<file path="src/rtl/altera_up_slow_clock_recovery.sv">
// -----------------------------------------------------------------------------
// altera_up_slow_clock_recovery
//
// Receive-side companion to the slow clock generator. Samples an external slow
// serial clock (I2C SCL, audio BCLK/LRCK, PS/2 clock, ...) in the system clock
// domain and rebuilds the generator's strobe set: edge pulses, predicted
// mid-high / mid-low pulses and a clean registered copy of the clock.
//
// The centre of each level is predicted from the length of the previous level
// of the same polarity, so downstream shifters can sample data mid-level.
//
// Parameters
//   CB                    counter width; longest measurable level 2^CB-1 clks
//
// Ports
//   clk                   system clock, rising edge
//   reset                 synchronous, active-high reset
//   serial_clk_in         asynchronous slow clock input
//   new_clk               synchronized, registered copy of serial_clk_in
//   rising_edge           1-cycle pulse on new_clk 0->1
//   falling_edge          1-cycle pulse on new_clk 1->0
//   middle_of_high_level  1-cycle pulse at predicted centre of high level
//   middle_of_low_level   1-cycle pulse at predicted centre of low level
//   locked                both level lengths measured from complete levels
//   timeout               1-cycle stall indication (SLOW_CLK_TIMEOUT_EN only)
//   high_count            last measured high length in clk cycles
//   low_count             last measured low length in clk cycles
//
// Build option
//   SLOW_CLK_TIMEOUT_EN   when defined, a level that saturates the counter
//                         pulses timeout and drops the FSM back to IDLE.
//                         When undefined, timeout is tied low.
// -----------------------------------------------------------------------------
module altera_up_slow_clock_recovery #(
  parameter int CB = 10
) (
  input  logic          clk,
  input  logic          reset,
  input  logic          serial_clk_in,
  output logic          new_clk,
  output logic          rising_edge,
  output logic          falling_edge,
  output logic          middle_of_high_level,
  output logic          middle_of_low_level,
  output logic          locked,
  output logic          timeout,
  output logic [CB-1:0] high_count,
  output logic [CB-1:0] low_count
);

  localparam logic [CB-1:0] CNT_MAX = {CB{1'b1}};
  localparam logic [CB-1:0] MIN_LEN = CB'(4);

  localparam logic [1:0] S_IDLE   = 2'd0;
  localparam logic [1:0] S_SYNC1  = 2'd1;
  localparam logic [1:0] S_SYNC2  = 2'd2;
  localparam logic [1:0] S_LOCKED = 2'd3;

  // Saturating increment; also yields the captured length min(cnt+1, max).
  function automatic logic [CB-1:0] sat_inc(input logic [CB-1:0] v);
    sat_inc = (v == CNT_MAX) ? v : v + CB'(1);
  endfunction

  logic          meta_q, sync_q, prev_q;
  logic          rise_q, rise_d;
  logic          fall_q, fall_d;
  logic [CB-1:0] cnt_q, cnt_d;
  logic [CB-1:0] high_q, high_d;
  logic [CB-1:0] low_q, low_d;
  logic [1:0]    state_q, state_d;
  logic          edge_d;
  logic          is_locked;

`ifdef SLOW_CLK_TIMEOUT_EN
  logic          timeout_q, timeout_d;
`endif

  // Edge detection looks one stage ahead (sync vs prev) so that the pulse,
  // the counter restart and the length capture all land in the same cycle
  // that new_clk changes.
  always_comb begin
    rise_d  = sync_q & ~prev_q;
    fall_d  = ~sync_q & prev_q;
    edge_d  = rise_d | fall_d;
    cnt_d   = edge_d ? '0 : sat_inc(cnt_q);
    high_d  = high_q;
    low_d   = low_q;
    state_d = state_q;
`ifdef SLOW_CLK_TIMEOUT_EN
    timeout_d = 1'b0;
`endif
    if (edge_d) begin
      // The level ending at the first edge after IDLE is partial: no capture.
      if (state_q != S_IDLE) begin
        if (fall_d) high_d = sat_inc(cnt_q);
        if (rise_d) low_d  = sat_inc(cnt_q);
      end
      case (state_q)
        S_IDLE:  state_d = S_SYNC1;
        S_SYNC1: state_d = S_SYNC2;
        default: state_d = S_LOCKED;
      endcase
    end
`ifdef SLOW_CLK_TIMEOUT_EN
    // Counter saturated with no edge: the input has stalled. Only fires once
    // because the FSM is then in IDLE while cnt stays saturated.
    else if ((cnt_q == CNT_MAX) && (state_q != S_IDLE)) begin
      timeout_d = 1'b1;
      state_d   = S_IDLE;
    end
`endif
  end

  // Synchronizer, edge pulses, level counter, captured lengths, FSM
  always_ff @(posedge clk) begin
    if (reset) begin
      meta_q  <= 1'b0;
      sync_q  <= 1'b0;
      prev_q  <= 1'b0;
      rise_q  <= 1'b0;
      fall_q  <= 1'b0;
      cnt_q   <= '0;
      high_q  <= '0;
      low_q   <= '0;
      state_q <= S_IDLE;
`ifdef SLOW_CLK_TIMEOUT_EN
      timeout_q <= 1'b0;
`endif
    end else begin
      meta_q  <= serial_clk_in;
      sync_q  <= meta_q;
      prev_q  <= sync_q;
      rise_q  <= rise_d;
      fall_q  <= fall_d;
      cnt_q   <= cnt_d;
      high_q  <= high_d;
      low_q   <= low_d;
      state_q <= state_d;
`ifdef SLOW_CLK_TIMEOUT_EN
      timeout_q <= timeout_d;
`endif
    end
  end

  assign is_locked    = (state_q == S_LOCKED);
  assign new_clk      = prev_q;
  assign rising_edge  = rise_q;
  assign falling_edge = fall_q;
  assign locked       = is_locked;
  assign high_count   = high_q;
  assign low_count    = low_q;

  // Mid-level strobes: cnt is 0 in an edge-pulse cycle, so the edge already
  // wins; the explicit mask keeps that priority obvious. Levels shorter than
  // predicted simply truncate without a strobe.
  assign middle_of_high_level = prev_q & is_locked & (high_q >= MIN_LEN) &
                                (cnt_q == (high_q >> 1)) & ~rise_q & ~fall_q;
  assign middle_of_low_level  = ~prev_q & is_locked & (low_q >= MIN_LEN) &
                                (cnt_q == (low_q >> 1)) & ~rise_q & ~fall_q;

`ifdef SLOW_CLK_TIMEOUT_EN
  assign timeout = timeout_q;
`else
  assign timeout = 1'b0;
`endif

endmodule
</file>
<file path="config.mk">
export PLATFORM = sky130hd
export DESIGN_NAME = altera_up_slow_clock_recovery
export DESIGN_NICKNAME = d
export VERILOG_FILES = /design/src/rtl/altera_up_slow_clock_recovery.sv
export SDC_FILE = /design/constraint.sdc
export NUM_CORES = 1
export LEC_CHECK = 0
export CAP_MARGIN = 40
export CORE_AREA = 2 2 72 74
export DETAILED_ROUTE_END_ITERATION = 10
export DIE_AREA = 0 0 74 76
export SYNTH_ARGS = -nofsm -noshare
export SYNTH_HDL_FRONTEND = slang
export SYNTH_SLANG_ARGS = --single-unit
export TNS_END_PERCENT = 10
</file>
<file path="constraint.sdc">
create_clock -name clk -period 2.1 [get_ports clk]
set_input_delay 0.525 -clock clk [delete_from_list [all_inputs] [get_ports clk]]
set_output_delay 0.525 -clock clk [all_outputs]
set_load 0.1 [all_outputs]
</file>
==> flow_metrics.tcl <==
set metrics [dict create \
    status "finished, violations left" \
    failed_checks "negative setup slack" \
    h-tree-depth 2 \
    gr-usage-met1_pct 28.81 \
    drv_cap 0 \
    r2r_end "low_count[7]" \
    ys_seq_area_share_pct 39.73 \
    place.gp.congestion 0.8984 \
    path_clk_slew_ps 80 \
    wl_per_cell_um 16.30 \
    fp.dieArea_um2 5624 \
    dp.final_hpwl_um 3888 \
    syn_avg_cell_area_um2 8.631 \
    track_usage_pct 20.40 \
    worstPathCellList "xor2_1 -> nor4_2 -> o2111ai_2 -> nor4_4 -> buf_12" \
    power_density_nw_per_um2 581.8 \
    grt_max_degree 22 \
    crit_arrival_ps 1890 \
    cts_tree "done" \
    cpLargestDelayFamily "simple AND/OR/NAND/NOR gates" \
    pin_count 30 \
    place_inst 320 \
    antenna_found_initial 0 \
    yosysTopAreaCellShare_pct 39.73 \
    die_x_um 74 \
    min-delay-start "meta_q" \
    critPathRequiredTime_ps 1570 \
    worstSetupStartpointType "register" \
    firstDrtPassIters 4 \
    r2r_slack_ps 260 \
    placementRows 26 \
    ys_ff_latch 37 \
    port_buffers 28 \
    fin_ws_ps -315.5 \
    fin_skew_ps 8.921 \
    ys_types 48 \
    antenna_cells 0 \
    fp.coreArea_um2 4912 \
    fmax_ghz 0.4140 \
    critical_path_class "register to output port" \
    cts_buffers 5 \
    slew_viol_final 0 \
    cp.depth 5 \
    area_growth_pct 36.31 \
    min_period_ps 2416 \
    cpPeakStageDelay_ps 370 \
    ir_drop_v 0.0002565 \
    drcViolationCount 0 \
    via_per_inst 5.356 \
    preCtsSetupSlack_ps 12.88 \
    clk_path_buf_depth 2 \
    holdPathEnd "sync_q" \
    use_met2_pct 29.91 \
    worst_hold_path_type "register to register" \
    synthCells 216 \
    synth.area.top_cells "dfxtp_1, xor2_1, nor2_1" \
    ctsRootBufferMaster "clkbuf_8" \
    ant_nets 0 \
    die_h_um 76 \
    synth_top_cell_by_area "dfxtp_1" \
    hold-path-cell-count 1 \
    dr.first_iter.drc_count 106 \
    yosys_warnings 0 \
    tightestPinTransition_ps 592.5 \
    groute.layer.met3.usage_pct 4.497 \
    drive_gt1_share_pct 36.29 \
    grt_first_pass_wirelength_um 8659 \
    grt_pass1_vias 1646 \
    path_max_fanout 2 \
    syn-num-nets 223 \
    whs_ps 459.3 \
    leakagePower_nw 1.061 \
    clock-sinks 37 \
    slew_headroom_pct 60.14 \
    busiest_layer "met2" \
    rr_startpoint "cnt_q[1]" \
    hold_viol 0 \
    routed_wl_um 5362 \
    setup_viol 2 \
    cpMaxStageDelayCell "nor4_2" \
    timing.final.crit_share_pct 115.0 \
    grt_overflow 0 \
    rsz0062_at_grt "yes" \
    worst-path-buf-inv 1 \
    vias 1762 \
    synth_area_um2 1864 \
    start_util_pct 37.95 \
    layout.nets 265 \
    final.setup.tns_ps -523.5 \
    stdcell_count 329 \
    fin_util_pct 51.73 \
    clock_latency_ps 300 \
    endpoint_kind "output port" \
    ff2ff_path_depth 7 \
]
power breakdown:
| group | switching [mW] | internal [mW] |
|---|---|---|
| registers | 0.0101 | 0.700 |
| clock network | 0.277 | 0.338 |
| logic | 0.102 | 0.0512 |
| total | 0.389 | 1.09 |
through the flow:
| step | total power, mW | cell area, um^2 |
|---|---|---|
| detailed placement | 0.8751 | 2405 |
| floorplan | 0.8248 | 1978 |
| global placement | 0.8736 | 2405 |
| CTS | 1.486 | 2541 |
| finish | 1.478 | 2541 |
| global route | 1.535 | 2541 |
cell type report:
class                           count  area [um^2]
Sequential cell                    37        795.8
Multi-Input combinational cell    159         1110
Timing Repair Buffer               49        410.4
Clock inverter                      1        7.507
Clock buffer                        7        107.6
Fill cell                         461         2371
Inverter                            6        22.52
Tap cell                           70        87.58
Yosys cell counts (all sizes together):
master / number
nor3b: 3
inv: 6
and3: 3
nor4: 7
a211oi: 3
a22oi: 4
nand4: 3
a21oi: 11
nor2: 27
nand3b: 6
nand2b: 2
clkbuf: 6
o311ai: 1
o21bai: 1
o21a: 2
o21ai: 6
a31oi: 2
o41ai: 4
nor4b: 1
xor2: 16
buf: 8
conb: 1
or4: 2
nor2b: 5
o31a: 1
nand3: 7
a2111oi: 2
a21o: 1
ha: 4
o211ai: 3
and2: 2
dfxtp: 37
and4: 1
nand2: 13
a211o: 1
mux2i: 1
nor3: 11
o2111ai: 2
how the worst max path moves through the flow:
| stage | end | start | slack [ps] |
|---|---|---|---|
| floorplan | middle_of_high_level | state_q[0] | -660 |
| global route | middle_of_high_level | high_count[7] | -350 |
| global placement | middle_of_high_level | high_count[3] | 40 |
| finish | middle_of_high_level | high_count[7] | -320 |
| detailed placement | middle_of_high_level | high_count[3] | 10 |
| CTS | middle_of_high_level | high_count[7] | -280 |
cell usage in the layout, fill, tap and decap left out, types with 2 or more instances in the layout:
| master | netlist | layout |
|---|---|---|
| a2111oi_1 | 2 | 2 |
| a211oi_1 | 2 | 2 |
| a21oi_1 | 11 | 11 |
| a22oi_1 | 4 | 4 |
| a31oi_1 | 2 | 2 |
| and3_1 | 3 | 3 |
| buf_12 | 0 | 3 |
| buf_4 | 1 | 44 |
| clkbuf_8 | 0 | 6 |
| clkdlybuf4s50_1 | 0 | 2 |
| dfxtp_1 | 37 | 15 |
| dfxtp_2 | 0 | 11 |
| dfxtp_4 | 0 | 11 |
| ha_1 | 4 | 4 |
| inv_1 | 6 | 6 |
| nand2_1 | 13 | 13 |
| nand2b_1 | 2 | 2 |
| nand3_1 | 5 | 5 |
| nand3_2 | 2 | 2 |
| nand3b_1 | 6 | 6 |
| nand4_1 | 2 | 2 |
| nor2_1 | 26 | 26 |
| nor2b_1 | 5 | 5 |
| nor3_1 | 10 | 10 |
| nor3b_1 | 3 | 3 |
| nor4_1 | 7 | 3 |
| nor4_2 | 0 | 2 |
| nor4_4 | 0 | 2 |
| o2111ai_2 | 0 | 2 |
| o211ai_1 | 3 | 3 |
| o21a_1 | 2 | 2 |
| o21ai_0 | 2 | 2 |
| o21ai_1 | 4 | 4 |
| o41ai_1 | 2 | 2 |
| o41ai_2 | 2 | 2 |
| xor2_1 | 16 | 16 |
timing repair:
item,in CTS,in global routing
resized for setup,3,0
hold buffers,0,0
pin swaps,6,1
buffers inserted,1,0
setup endpoints to repair,2,2
state kept, by name, indices dropped and copies added, names as in the netlist:
signal / flops
low_count: 10
new_clk: 1
sync_q: 1
cnt_q: 10
meta_q: 1
high_count: 10
falling_edge: 1
rising_edge: 1
state_q: 2
cells by family after synthesis:
logic type,synth area share [%]
flops,39.73
buf+inv,4.631
xor+xnor,7.517
simple gates,27.45
other cells,0.2011
mux,0.5369
compound gates,17.25
fa+ha+maj,2.685
per-layer routing:
metal  wire [um]  share of wire, %
met2        2493                46
met3         313               5.8
met1        2408                45
met4         147               2.7
met5           0                 0
No activity file was read; power rests on OpenSTA's default activity.
